[config.mk]
export PLATFORM = sky130hd
export DESIGN_NAME = fifo_param
export DESIGN_NICKNAME = d
export VERILOG_FILES = /design/src/rtl/fifo_param.sv
export SDC_FILE = /design/constraint.sdc
export NUM_CORES = 1
export LEC_CHECK = 0
export CORE_UTILIZATION = 60
export CTS_CLUSTER_DIAMETER = 200
export DETAILED_ROUTE_END_ITERATION = 10
export PLACE_DENSITY = 0.86
export RECOVER_POWER = 50
export SETUP_SLACK_MARGIN = 0.4
export SKIP_LAST_GASP = 1
export SYNTH_ARGS = -nofsm -noshare
export SYNTH_HDL_FRONTEND = slang
export SYNTH_SLANG_ARGS = --single-unit
[constraint.sdc]
create_clock -name clk -period 6.6 [get_ports clk]
set_input_delay 0.99 -clock clk [delete_from_list [all_inputs] [get_ports clk]]
set_output_delay 0.99 -clock clk [all_outputs]
set_load 0.03 [all_outputs]
[src/rtl/fifo_param.sv]
// fifo_param: parametrised synchronous FIFO with almost-full/almost-empty thresholds,
// occupancy count and overflow/underflow pulses. Define FIFO_FWFT_EN for first-word-fall-through reads.
module fifo_param #(
    parameter int WIDTH     = 8,
    parameter int DEPTH     = 16,
    parameter int AF_THRESH = DEPTH - 2,
    parameter int AE_THRESH = 2
) (
    input  logic                       clk,
    input  logic                       rst,
    input  logic                       wr_en,
    input  logic [WIDTH-1:0]           data_in,
    input  logic                       rd_en,
    output logic [WIDTH-1:0]           data_out,
    output logic                       full,
    output logic                       empty,
    output logic                       almost_full,
    output logic                       almost_empty,
    output logic [$clog2(DEPTH):0]     count,
    output logic                       overflow,
    output logic                       underflow
);

    localparam int AW = $clog2(DEPTH);
    localparam logic [AW:0] CNT_FULL = (AW+1)'(DEPTH);
    localparam logic [AW:0] CNT_AF   = (AW+1)'(AF_THRESH);
    localparam logic [AW:0] CNT_AE   = (AW+1)'(AE_THRESH);

    logic [WIDTH-1:0] mem_q [DEPTH];
    logic [AW-1:0]    wr_ptr_q, wr_ptr_d;
    logic [AW-1:0]    rd_ptr_q, rd_ptr_d;
    logic [AW:0]      count_q, count_d;
    logic             overflow_q, underflow_q;
    logic             wr_acc, rd_acc;

    // Flags decode straight from the registered count: no added latency.
    assign full         = (count_q == CNT_FULL);
    assign empty        = (count_q == '0);
    assign almost_full  = (count_q >= CNT_AF);
    assign almost_empty = (count_q <= CNT_AE);
    assign count        = count_q;
    assign overflow     = overflow_q;
    assign underflow    = underflow_q;

    assign wr_acc = wr_en && !full;
    assign rd_acc = rd_en && !empty;

    always_comb begin
        wr_ptr_d = wr_ptr_q;
        rd_ptr_d = rd_ptr_q;
        count_d  = count_q;
        if (wr_acc) wr_ptr_d = wr_ptr_q + 1'b1;
        if (rd_acc) rd_ptr_d = rd_ptr_q + 1'b1;
        case ({wr_acc, rd_acc})
            2'b10:   count_d = count_q + 1'b1;
            2'b01:   count_d = count_q - 1'b1;
            default: count_d = count_q;
        endcase
    end

    always_ff @(posedge clk or posedge rst) begin
        if (rst) begin
            wr_ptr_q    <= '0;
            rd_ptr_q    <= '0;
            count_q     <= '0;
            overflow_q  <= 1'b0;
            underflow_q <= 1'b0;
        end else begin
            wr_ptr_q    <= wr_ptr_d;
            rd_ptr_q    <= rd_ptr_d;
            count_q     <= count_d;
            overflow_q  <= wr_en && full;
            underflow_q <= rd_en && empty;
        end
    end

    // Storage is deliberately not reset; stale words are never visible through the pointers.
    always_ff @(posedge clk) begin
        if (wr_acc) mem_q[wr_ptr_q] <= data_in;
    end

`ifdef FIFO_FWFT_EN
    assign data_out = empty ? '0 : mem_q[rd_ptr_q];
`else
    logic [WIDTH-1:0] data_out_q;

    always_ff @(posedge clk or posedge rst) begin
        if (rst)         data_out_q <= '0;
        else if (rd_acc) data_out_q <= mem_q[rd_ptr_q];
    end

    assign data_out = data_out_q;
`endif

endmodule

# Yosys cells after proc, flatten, opt, wreduce, memory -nomap -nowiden
# Memory sizes are Yosys's and may differ from the RTL's. A register that Yosys moved wholly into a read port is not among the register bits.
# Index checks and enable logic that the tools add are counted.
dict set report totals {
  reg_bits 15
  in_bits 12
  out_inout_bits 19
  n_memories 1
  word_cells 26
  mem_bits_rw 128
}
dict set report op_classes {
  n_reduce_logical 8
  n_eq_ne 3
  addsub 4
  n_mux 3
  magnitude_cmp 2
}
# name words word_bits read_ports rd_ports_with_merged_regs write_ports line
set memory_table {}
lappend memory_table {mem_q 16 8 1 1 1 29} ;# logic [WIDTH-1:0] mem_q [DEPTH];
# op count
set ops {}
lappend ops {{$pmux W5 S2} 1}
lappend ops {{$add A4 B1 Y4 const B} 2}
lappend ops {{$add A5 B1 Y5 const B} 1}
lappend ops {{$eq A5 B5 Y1 const B} 1}
lappend ops {{$ge A5 B4 Y1 const B} 1}
lappend ops {{$le A5 B2 Y1 const B} 1}
lappend ops {{$logic_not A5 Y1} 1}
lappend ops {{$sub A5 B1 Y5 const B} 1}
lappend ops {{$logic_and A1 B1 Y1} 4}
lappend ops {{$eq A2 B1 Y1 const B} 1}
lappend ops {{$eq A2 B2 Y1 const B} 1}
lappend ops {{$logic_not A1 Y1} 2}
lappend ops {{$mux W1} 2}
lappend ops {{$reduce_bool A2 Y1} 1}

# Depth between registers and ports, before layout
# Gate-level depths: netlist of the first run.
dict set report logic_depth {
  ltp_word 5
  depth_mapped 12
}

# Worst setup path after synthesis of the first run
# OpenSTA, ideal clock, no wires.
dict set report synth_path {
  path_kind {reg-to-output}
  start {reg count_q[2] (netlist: count[2])}
  end {out almost_empty}
  n_path_buf 1
  stages_incl_launch_ff 3
  arrival_time_ns 2.287
  path_slack_ns 3.323
  t_required_ns 5.610
  cell_sequence {dfrtp_1 > clkbuf_1 > a2111oi_0}
}
dict set report synth_via {
  elab_chain_cells 1
}
# item line
set synth_lines {}
lappend synth_lines {{start: declaration} 32} ;# logic [AW:0] count_q, count_d;
lappend synth_lines {{start signal: assignment} 71} ;# count_q <= count_d;
lappend synth_lines {{$le A5 B2 Y1} 40} ;# assign almost_empty = (count_q <= CNT_AE);
lappend synth_lines {{end: declaration} 18} ;# output logic almost_empty,
# No other way between the ends.

# Worst setup path in the final report of the first run
dict set report layout_path {
  start {reg count_q[1] (netlist: count[1])}
  end {reg count_q[4] (netlist: count[4])}
}
dict set report layout_via {
  elab_chain_cells 5
}
# item line
set layout_lines {}
lappend layout_lines {{$logic_not A5 Y1 (*)} 38} ;# assign empty = (count_q == '0);
lappend layout_lines {{$logic_not A1 Y1 (*)} 46} ;# assign rd_acc = rd_en && !empty;
lappend layout_lines {{$logic_and A1 B1 Y1 (*)} 46}
lappend layout_lines {{named net rd_acc} 34} ;# logic wr_acc, rd_acc;
lappend layout_lines {{$eq A2 B1 Y1 / $eq A2 B2 Y1 (equally long branches)} 54} ;# case ({wr_acc, rd_acc})
lappend layout_lines {{$pmux W5 S2 / $reduce_bool A2 Y1 (equally long branches)} n/a}
# Mark *: on every way through the listed nets, which the timed path passes. The rest lies on a longest branch.
# A chain may end at the register's enable or synchronous reset.

==> qor.txt, run 1 <==
top-area cell type share of the netlist area: 0.6287
area occupied by registers: 4422 um2
Die ar.: 10600 um2
CTS Hold Buffers Added: 0
top-count cell post-synth: edfxtp_1
dpl cell area: 6524 um2
gr usage total: 0.2548
Final min period: 4.344 ns
die height: 102.9 um
failing checks: capacitance limit
fraction of layout cells with a size suffix above 1: 0.1837
critical path, cell by cell: or4_1 -> o21ai_0 -> inv_2 -> ha_1 -> xor2_1 -> ha_1 -> nor2b_1 -> o21ai_0 -> a21oi_1 -> nor4b_1
final net count: 389
leakage power: 2.408 nW
Max-slew headroom: 0.01465
core area: 9819 um2
I/O pin total: 31
CP top delay family: compound AO/OA/AOI/OAI gates
RSZ-0062 raised after global routing: no
FFs w/ async S/R, synth: 0.1523
Avg WL per Cell: 23.46 um
delay of the slowest critical-path stage: 1.15 ns
Mapped Area: 6113 um2
Logic pwr share: 0.280
Area Growth Syn to Fin: 15.35%
Net Sw Frac: 0.3265
#FFs+latches synth: 151
GRT overflow: 0
class of the worst hold path: flop to flop
Worst Path Arrival: 4.74 ns
CTS tree: built
CP max FO: 11
met2 usage: 0.4251
Num CTS Buffers: 17
grt met1 use: 0.3217
R2R setup slack: 2.26 ns
peak supply drop: 0.2889 mV
Inserted Diodes: 0
Max Buffers Root-to-Sink: 2
initial core utilization: 0.6226
Crit-path slowest cell: o21ai_0
Pwr per Cell Area: 443.4 nW/um2
final number of hold-violating endpoints: 0
Setup crit start kind: flop
Finished Layout Cells: 514
Vias/cell: 6.152
reg-to-reg endpoint: count[4]
antenna viol nets, final: 0
Fin Setup TNS: 0 ns
CP endpoint kind: flop
NetSw: 1.021 mW
Crit path depth: 10
# Post-CTS Setup Buffers: 0
kind of critical path: flop to flop
Synth Area per Inst: 18.36 um2
Synth area leaders: edfxtp_1 63%, mux4_2 12%, dfrtp_1 9.4%, mux2i_1 2.6%, ha_1 1.8%
Syn. warnings: 0
Cells after DPL: 482
FP Rows: 36
Worst Skew: 0.01647 ns
clock power share: 0.283
maximum clock frequency: 230.2 MHz
Routability Congestion: 0.8273
worst slew pin tran: 1.463 ns
Setup crit start: count[1]
largest net degree at the start of global routing: 35
Post-Route WL: 12.06 mm
Max Cap Viol: 1
CP Data Required Time: 7.00 ns
DR DRC count: 0
Mapped Cells: 333
Resized Gates After CTS: 0
Syn Nets: 354
RR Startpoint: count[1]
root buffer cell: clkbuf_8
Main synth FF type: edfxtp_1
Worst-path clk slew: 0.06 ns
DR vias: 3162
initial detailed-routing violation count: 268
Multi-input gate area: 1556 um2
status: finished with violations
Synth top cells by count: 128 x edfxtp_1, 32 x mux4_2, 24 x nand2_1
number of global-route vias before repair: 3251
Tcrit/Tclk final: 0.6582
Pre-antenna DRT Iters: 5
Die Width: 102.9 um
worst reg2reg path depth: 10
Synth cell types: 40
Seq pwr share: 0.437
share of the yosys chip area belonging to registers: 0.7229
Clock Latency Late Sink: 0.53 ns
global-route wire length before repair: 18.34 mm
Worst setup endpoint: count[4]
fin area: 7052 um2
Final setup viols: 0
Overall Power: 3.127 mW
Top Usage Layer GRT: met2
met3 Usage GRT: 0.05831
H-Tree Depth: 4
area leader, netlist: edfxtp_1
I/O Buffers: 30
antenna violations before repair: 0
Post-synth EDFFs: 128
hpwl dp: 7.109 mm
# fillers: 605
Int Power: 2.106 mW
post-layout util: 0.7181
Slew Viols, Final: 0
WP buf/inv: 1
CTS sink cnt: 151
==> sequential cells by signal, indices dropped and copies added, names as in the netlist <==
name	flops
mem_q	128
count	5
data_out	8
wr_ptr_q	4
underflow	1
overflow	1
rd_ptr_q	4
==> area by class of cell <==
class,count,share of cell area
clock buffer,18,0.05926
clock inverter,14,0.01774
inverter,8,0.004258
multi-input combinational,155,0.2207
sequential,151,0.6270
tap,133,0.02360
timing repair buffer,35,0.04737
==> routing by layer <==
layer,share of wire,vias up
met3,0.073,25
met1,0.37,1601
met2,0.54,154
met4,0.023,0
li1,-,1382
met5,0,-
==> cells by family (layout without fill, tap and decap cells) <==
group | count (synthesis) | count (layout) | synth area share
compound gates | 23 | 23 | 0.02906
xor+xnor | 9 | 9 | 0.01289
fa+ha+maj | 9 | 9 | 0.01842
buf+inv | 27 | 75 | 0.02067
flops | 151 | 151 | 0.7229
mux | 49 | 49 | 0.1459
simple gates | 65 | 65 | 0.05015
==> cells in the final DEF, fill, tap and decap left out, types with 2 or more instances in the layout <==
cell type        synthesis  routed
clkinvlp_4               0       4
ha_1                     9       9
inv_6                    0       3
dfrtp_2                  0       2
nor2_1                  18      18
mux4_2                  32      32
nor2b_1                  3       3
nand3_1                  2       2
clkinv_4                 0       3
clkinv_1                 0       2
nor3_1                   5       5
nand4_1                  2       2
edfxtp_1               128     128
buf_4                    0       4
clkdlybuf4s50_1          0      20
nand2_1                 24      24
clkbuf_16                0      16
inv_1                    7       7
mux2i_1                 16      16
dlygate4sd3_1            0      10
xor2_1                   3       3
clkbuf_1                 7       2
dfrtp_1                 23      21
o221ai_1                 8       8
nand2b_1                 3       3
xnor2_1                  6       6
o21ai_0                  4       5
a21oi_1                  3       3
==> worst reg2reg max path, delay by kind of cell, from the launching register on <==
family	cells	cell delay, ns
adder cells (fa/ha/maj)	2	0.65
flip-flops	1	0.49
buffers and inverters	1	0.22
XOR/XNOR	1	0.20
AND/OR/NAND/NOR	3	1.12
AO/OA/AOI/OAI	3	1.55
==> power groups by stage <==
stage                     Clock [mW]  Sequential, mW  Combinational (mW)
after floorplan                    0            1.33               0.642
after global placement             0            1.37               0.840
after detailed placement           0            1.38               0.870
after CTS                      0.889            1.37               0.887
after global routing           0.926            1.38               0.943
final                          0.884            1.37               0.876
==> metrics by stage <==
stage               worst slack (ns)  hold WS, ns
detailed placement             2.893       0.4720
finish                         2.256       0.4852
global route                   1.901       0.5161
global placement               3.129       0.4797
floorplan                      3.323       0.4988
CTS                            3.111       0.4881
==> how the worst min path moves through the flow <==
stage	from	end	slack, ns	cells after the start
floorplan	rd_ptr_q[0]	rd_ptr_q[0]	0.50	2
global placement	data_out[6]	data_out[6]	0.48	2
detailed placement	data_out[6]	data_out[6]	0.47	2
CTS	data_out[6]	data_out[6]	0.49	2
global route	data_out[6]	data_out[6]	0.52	2
finish	data_out[6]	data_out[6]	0.49	2
(Power assumes the default switching activity.)
==> inputs of run 2 (changes only) <==
--- a/config.mk
+++ b/config.mk
@@ -5,10 +5,10 @@
 export SDC_FILE = /design/constraint.sdc
 export NUM_CORES = 1
 export LEC_CHECK = 0
-export CORE_UTILIZATION = 60
+export CORE_UTILIZATION = 59
 export CTS_CLUSTER_DIAMETER = 200
 export DETAILED_ROUTE_END_ITERATION = 10
-export PLACE_DENSITY = 0.86
+export PLACE_DENSITY = 0.84
 export RECOVER_POWER = 50
 export SETUP_SLACK_MARGIN = 0.4
 export SKIP_LAST_GASP = 1
==> constraint.sdc (replaced) <==
create_clock -name clk -period 4.2 [get_ports clk]
set_input_delay 0.63 -clock clk [delete_from_list [all_inputs] [get_ports clk]]
set_output_delay 0.63 -clock clk [all_outputs]
set_load 0.03 [all_outputs]
==> qor.txt, run 2 (synthesis gave the netlist of run 1 again) <==
commonest cells after routing, fill and taps aside: 128 x edfxtp_1, 32 x mux4_2, 24 x nand2_1
Seq pwr share: 0.439
Max Buffers Root-to-Sink: 2
Vias/cell: 6.047
gr usage total: 0.2377
class of the worst hold path: flop to flop
Logic pwr share: 0.274
Max Cap Viol: 0
Finished Layout Cells: 515
die height: 103.8 um
Setup crit start kind: flop
Hold WS: 0.5069 ns
DR vias: 3114
Worst Slack Setup Final: 0.7226 ns
CTS tree: built
Cells after DPL: 483
Routability Congestion: 0.8208
Overall Power: 4.914 mW
Pre-antenna DRT Iters: 5
Worst Skew: 0.01219 ns
Num CTS Buffers: 17
maximum clock frequency: 287.6 MHz
initial core utilization: 0.6169
commonest non-fill, non-tap cell in the layout: edfxtp_1
worst slew pin tran: 1.120 ns
final number of hold-violating endpoints: 0
kind of critical path: flop to flop
Max-slew headroom: 0.2530
hpwl dp: 7.387 mm
Net Sw Frac: 0.3257
Tcrit/Tclk final: 0.8279
final net count: 390
H-Tree Depth: 4
dpl cell area: 6530 um2
FP Rows: 36
reg-to-reg endpoint: count[4]
antenna violations before repair: 0
I/O pin total: 31
peak supply drop: 0.3605 mV
Crit-path slowest cell: or4_1
RR Startpoint: count[1]
Most common cell on crit path: ha_1
Avg WL per Cell: 22.95 um
critical path, cell by cell: or4_1 -> o21ai_2 -> inv_2 -> ha_1 -> xor2_1 -> ha_1 -> o211a_1 -> o21ai_0 -> o41ai_1 -> nor4b_1
Die ar.: 10770 um2
fraction of layout cells with a size suffix above 1: 0.1885
number of global-route vias before repair: 3315
Pwr per Cell Area: 695.5 nW/um2
initial detailed-routing violation count: 229
Resized Gates After CTS: 0
GRT overflow: 0
Worst setup endpoint: count[4]
antenna viol nets, final: 0
Biggest register: mem_q
Fin Setup TNS: 0 ns
Final min period: 3.477 ns
I/O Buffers: 30
fin area: 7066 um2
max FFs per register: 128
largest net degree at the start of global routing: 24
R2R setup slack: 0.72 ns
delay of the slowest critical-path stage: 0.65 ns
Int Power: 3.314 mW
leakage power: 2.424 nW
root buffer cell: clkbuf_8
Clock Latency Late Sink: 0.54 ns
Area Growth Syn to Fin: 15.58%
CP Data Required Time: 4.62 ns
Slew Viols, Final: 0
NetSw: 1.601 mW
Setup WS pre-CTS: 0.8292 ns
Die Width: 103.8 um
worst reg2reg path depth: 10
Post-Route WL: 11.82 mm
Worst-path clk slew: 0.07 ns
RSZ-0062 raised after global routing: no
clock power share: 0.287
core area: 9910 um2
CP endpoint kind: flop
global-route wire length before repair: 18.31 mm
CTS sink cnt: 151
CP max FO: 11
Inserted Diodes: 0
Setup crit start: count[1]
Worst Path Arrival: 3.90 ns
CTS Hold Buffers Added: 0
status: completed
# Post-CTS Setup Buffers: 0
Final setup viols: 0
DR DRC count: 0
post-layout util: 0.7130
==> run 2: cell count changes in the layout (fill, tap and decap cells not counted) <==
cell             before  now
dfrtp_1              21   22
clkinv_1              2    0
inv_6                 3    2
clkinvlp_4            4    2
dfrtp_2               2    1
dlygate4sd3_1        10    9
clkbuf_1              2    3
clkinv_2              1    2
o21ai_2               0    1
o21ai_0               5    4
clkdlybuf4s50_1      20   21
buf_4                 4    5
clkinv_4              3    6
==> run 2: area by class of cell <==
class	instances	area (um2)
clock buffer	19	421.7
clock inverter	13	125.1
fill	596	2844
inverter	8	30.03
multi-input combinational	155	1560
sequential	151	4420
tap	133	166.4
timing repair buffer	36	341.6
==> run 2: worst max-delay path: cells and delay by family (launching register included) <==
| kind | cells | cell delay, ns |
|---|---|---|
| simple gates | 2 | 0.97 |
| compound gates | 4 | 0.98 |
| xor+xnor | 1 | 0.19 |
| fa+ha+maj | 2 | 0.57 |
| buf+inv | 1 | 0.15 |
| flops | 1 | 0.49 |
==> run 2: worst min path at each step <==
stage,from,endpoint,slack (ns),cells after the start
final,data_out[0],data_out[0],0.51,2
after global routing,data_out[0],data_out[0],0.55,2
after CTS,data_out[0],data_out[0],0.51,2
after detailed placement,data_out[0],data_out[0],0.49,2
after global placement,data_out[6],data_out[6],0.49,2
after floorplan,rd_ptr_q[0],rd_ptr_q[0],0.50,2
==> run 2: per-layer routing <==
metal	global-route usage	share of wire
met5	0	0
met4	0.08878	0.013
met3	0.06419	0.062
met2	0.4022	0.53
met1	0.2963	0.40
==> run 2: power groups by stage <==
stage	Combinational (mW)	Clock [mW]	Sequential, mW
floorplan	1.01	0	2.09
global placement	1.31	0	2.16
detailed placement	1.35	0	2.18
CTS	1.36	1.41	2.16
global route	1.44	1.47	2.19
finish	1.35	1.41	2.16
==> inputs of run 3 (changes only) <==
==> constraint.sdc (replaced) <==
create_clock -name clk -period 3.4 [get_ports clk]
set_input_delay 0.51 -clock clk [delete_from_list [all_inputs] [get_ports clk]]
set_output_delay 0.51 -clock clk [all_outputs]
set_load 0.03 [all_outputs]
==> qor.txt, run 3 (synthesis gave the netlist of run 1 again) <==
root buffer cell: clkbuf_8
Cells after DPL: 499
Worst-path clk slew: 0.06 ns
clock power share: 0.293
FP Rows: 36
NetSw: 1.983 mW
peak supply drop: 0.5138 mV
Final setup viols: 0
Inserted Diodes: 0
H-Tree Depth: 4
DR DRC count: 0
Vias/cell: 6.201
Routability Congestion: 0.7991
Max-slew headroom: 0.2075
CP Data Required Time: 2.89 ns
Slew Viols, Final: 0
status: completed
Setup crit start kind: flop
worst reg2reg path depth: 10
core area: 9910 um2
commonest non-fill, non-tap cell in the layout: edfxtp_1
final net count: 407
fraction of layout cells with a size suffix above 1: 0.2256
Clock Latency Late Sink: 0.53 ns
Seq pwr share: 0.423
Tcrit/Tclk final: 0.8643
Die ar.: 10770 um2
antenna violations before repair: 0
Area Growth Syn to Fin: 18.50%
antenna viol nets, final: 0
commonest cells after routing, fill and taps aside: 128 x edfxtp_1, 32 x mux4_2, 24 x nand2_1
CTS tree: built
final number of hold-violating endpoints: 0
gr usage total: 0.2528
Biggest register: mem_q
Die Width: 103.8 um
Worst Skew: 0.01167 ns
R2R setup slack: 0.49 ns
CTS sink cnt: 151
worst hold stages: 2
CP endpoint kind: output port
class of the worst hold path: flop to flop
Avg WL per Cell: 23.42 um
global-route wire length before repair: 19.31 mm
DR vias: 3299
Max Buffers Root-to-Sink: 2
initial core utilization: 0.6169
Logic pwr share: 0.283
RSZ-0062 raised after global routing: no
worst slew pin tran: 1.189 ns
initial detailed-routing violation count: 275
number of global-route vias before repair: 3399
Final min period: 2.939 ns
Worst Path Arrival: 2.43 ns
Net Sw Frac: 0.3178
leakage power: 2.523 nW
Pwr per Cell Area: 861.4 nW/um2
kind of critical path: flop to output port
I/O pin total: 31
Post-Route WL: 12.46 mm
I/O Buffers: 30
GRT overflow: 0
CP max FO: 10
die height: 103.8 um
largest net degree at the start of global routing: 24
Finished Layout Cells: 532
Int Power: 4.257 mW
maximum clock frequency: 340.3 MHz
Pre-antenna DRT Iters: 4
hpwl dp: 7.564 mm
Max Cap Viol: 0
Num CTS Buffers: 17
Fin Setup TNS: 0 ns
max FFs per register: 128
CTS Hold Buffers Added: 0
run 3: cell count changes in the layout (fill, tap and decap cells not counted), sizes merged:
cell | previous run | this run
bufinv | 1 | 2
clkbuf | 20 | 22
buf | 5 | 21
inv | 10 | 11
clkinvlp | 2 | 4
clkinv | 8 | 3
run 3: stage by stage:
stage / setup WS [ns] / util / total power [mW] / cell area, um2 / hold WS, ns
2_1_floorplan: 0.4247 / - / 3.827 / 6113 / 0.4988
3_3_place_gp: 0.5374 / 0.6711 / 4.352 / 6650 / 0.4816
3_5_place_dp: 0.4220 / 0.6711 / 4.420 / 6650 / 0.4825
4_1_cts: 0.4038 / 0.7304 / 6.268 / 7238 / 0.5025
5_1_grt: 0.2556 / 0.7311 / 6.487 / 7244 / 0.5294
6_report: 0.4612 / 0.7311 / 6.240 / 7244 / 0.4998
run 3: timing repair:
action	4_1_cts	5_1_grt
resized for setup	0	4
setup endpoints to repair	0	2
setup buffers	0	1
run 3: path summary, 6_finish.rpt:
check / from / to
max: count[1] / empty
min: data_out[6] / data_out[6]
max reg2reg: count[1] / count[4]
min reg2reg: data_out[6] / data_out[6]
max in group asynchronous: rst / count[0]
min in group asynchronous: rst / data_out[4]
run 3: cell type report:
cell class / instances / area, um2
sequential: 151 / 4422
fill: 596 / 2665
multi-input combinational: 155 / 1573
timing repair buffer: 53 / 465.4
clock buffer: 20 / 445.4
tap: 133 / 166.4
clock inverter: 12 / 142.6
inverter: 8 / 30.03
run 3: power by group through the flow:
stage | combinational, mW | clock, mW | sequential [mW]
finish | 1.77 | 1.83 | 2.64
global route | 1.88 | 1.93 | 2.68
CTS | 1.77 | 1.85 | 2.64
detailed placement | 1.75 | 0 | 2.67
global placement | 1.70 | 0 | 2.66
floorplan | 1.25 | 0 | 2.58
run 3: critical path, stage by stage (launching register included):
cell	delay, ns
dfrtp_1	0.48
or4_1	0.64
nor2_1	0.12
clkdlybuf4s50_1	0.67
run 3: layer usage:
| layer | vias to the layer above | GRT usage | wire (um) |
|---|---|---|---|
| li1 | 1417 | - | - |
| met1 | 1696 | 0.3132 | 4758 |
| met2 | 165 | 0.4324 | 6574 |
| met3 | 21 | 0.06356 | 843 |
| met4 | 0 | 0.09592 | 281 |
| met5 | - | 0 | 0 |
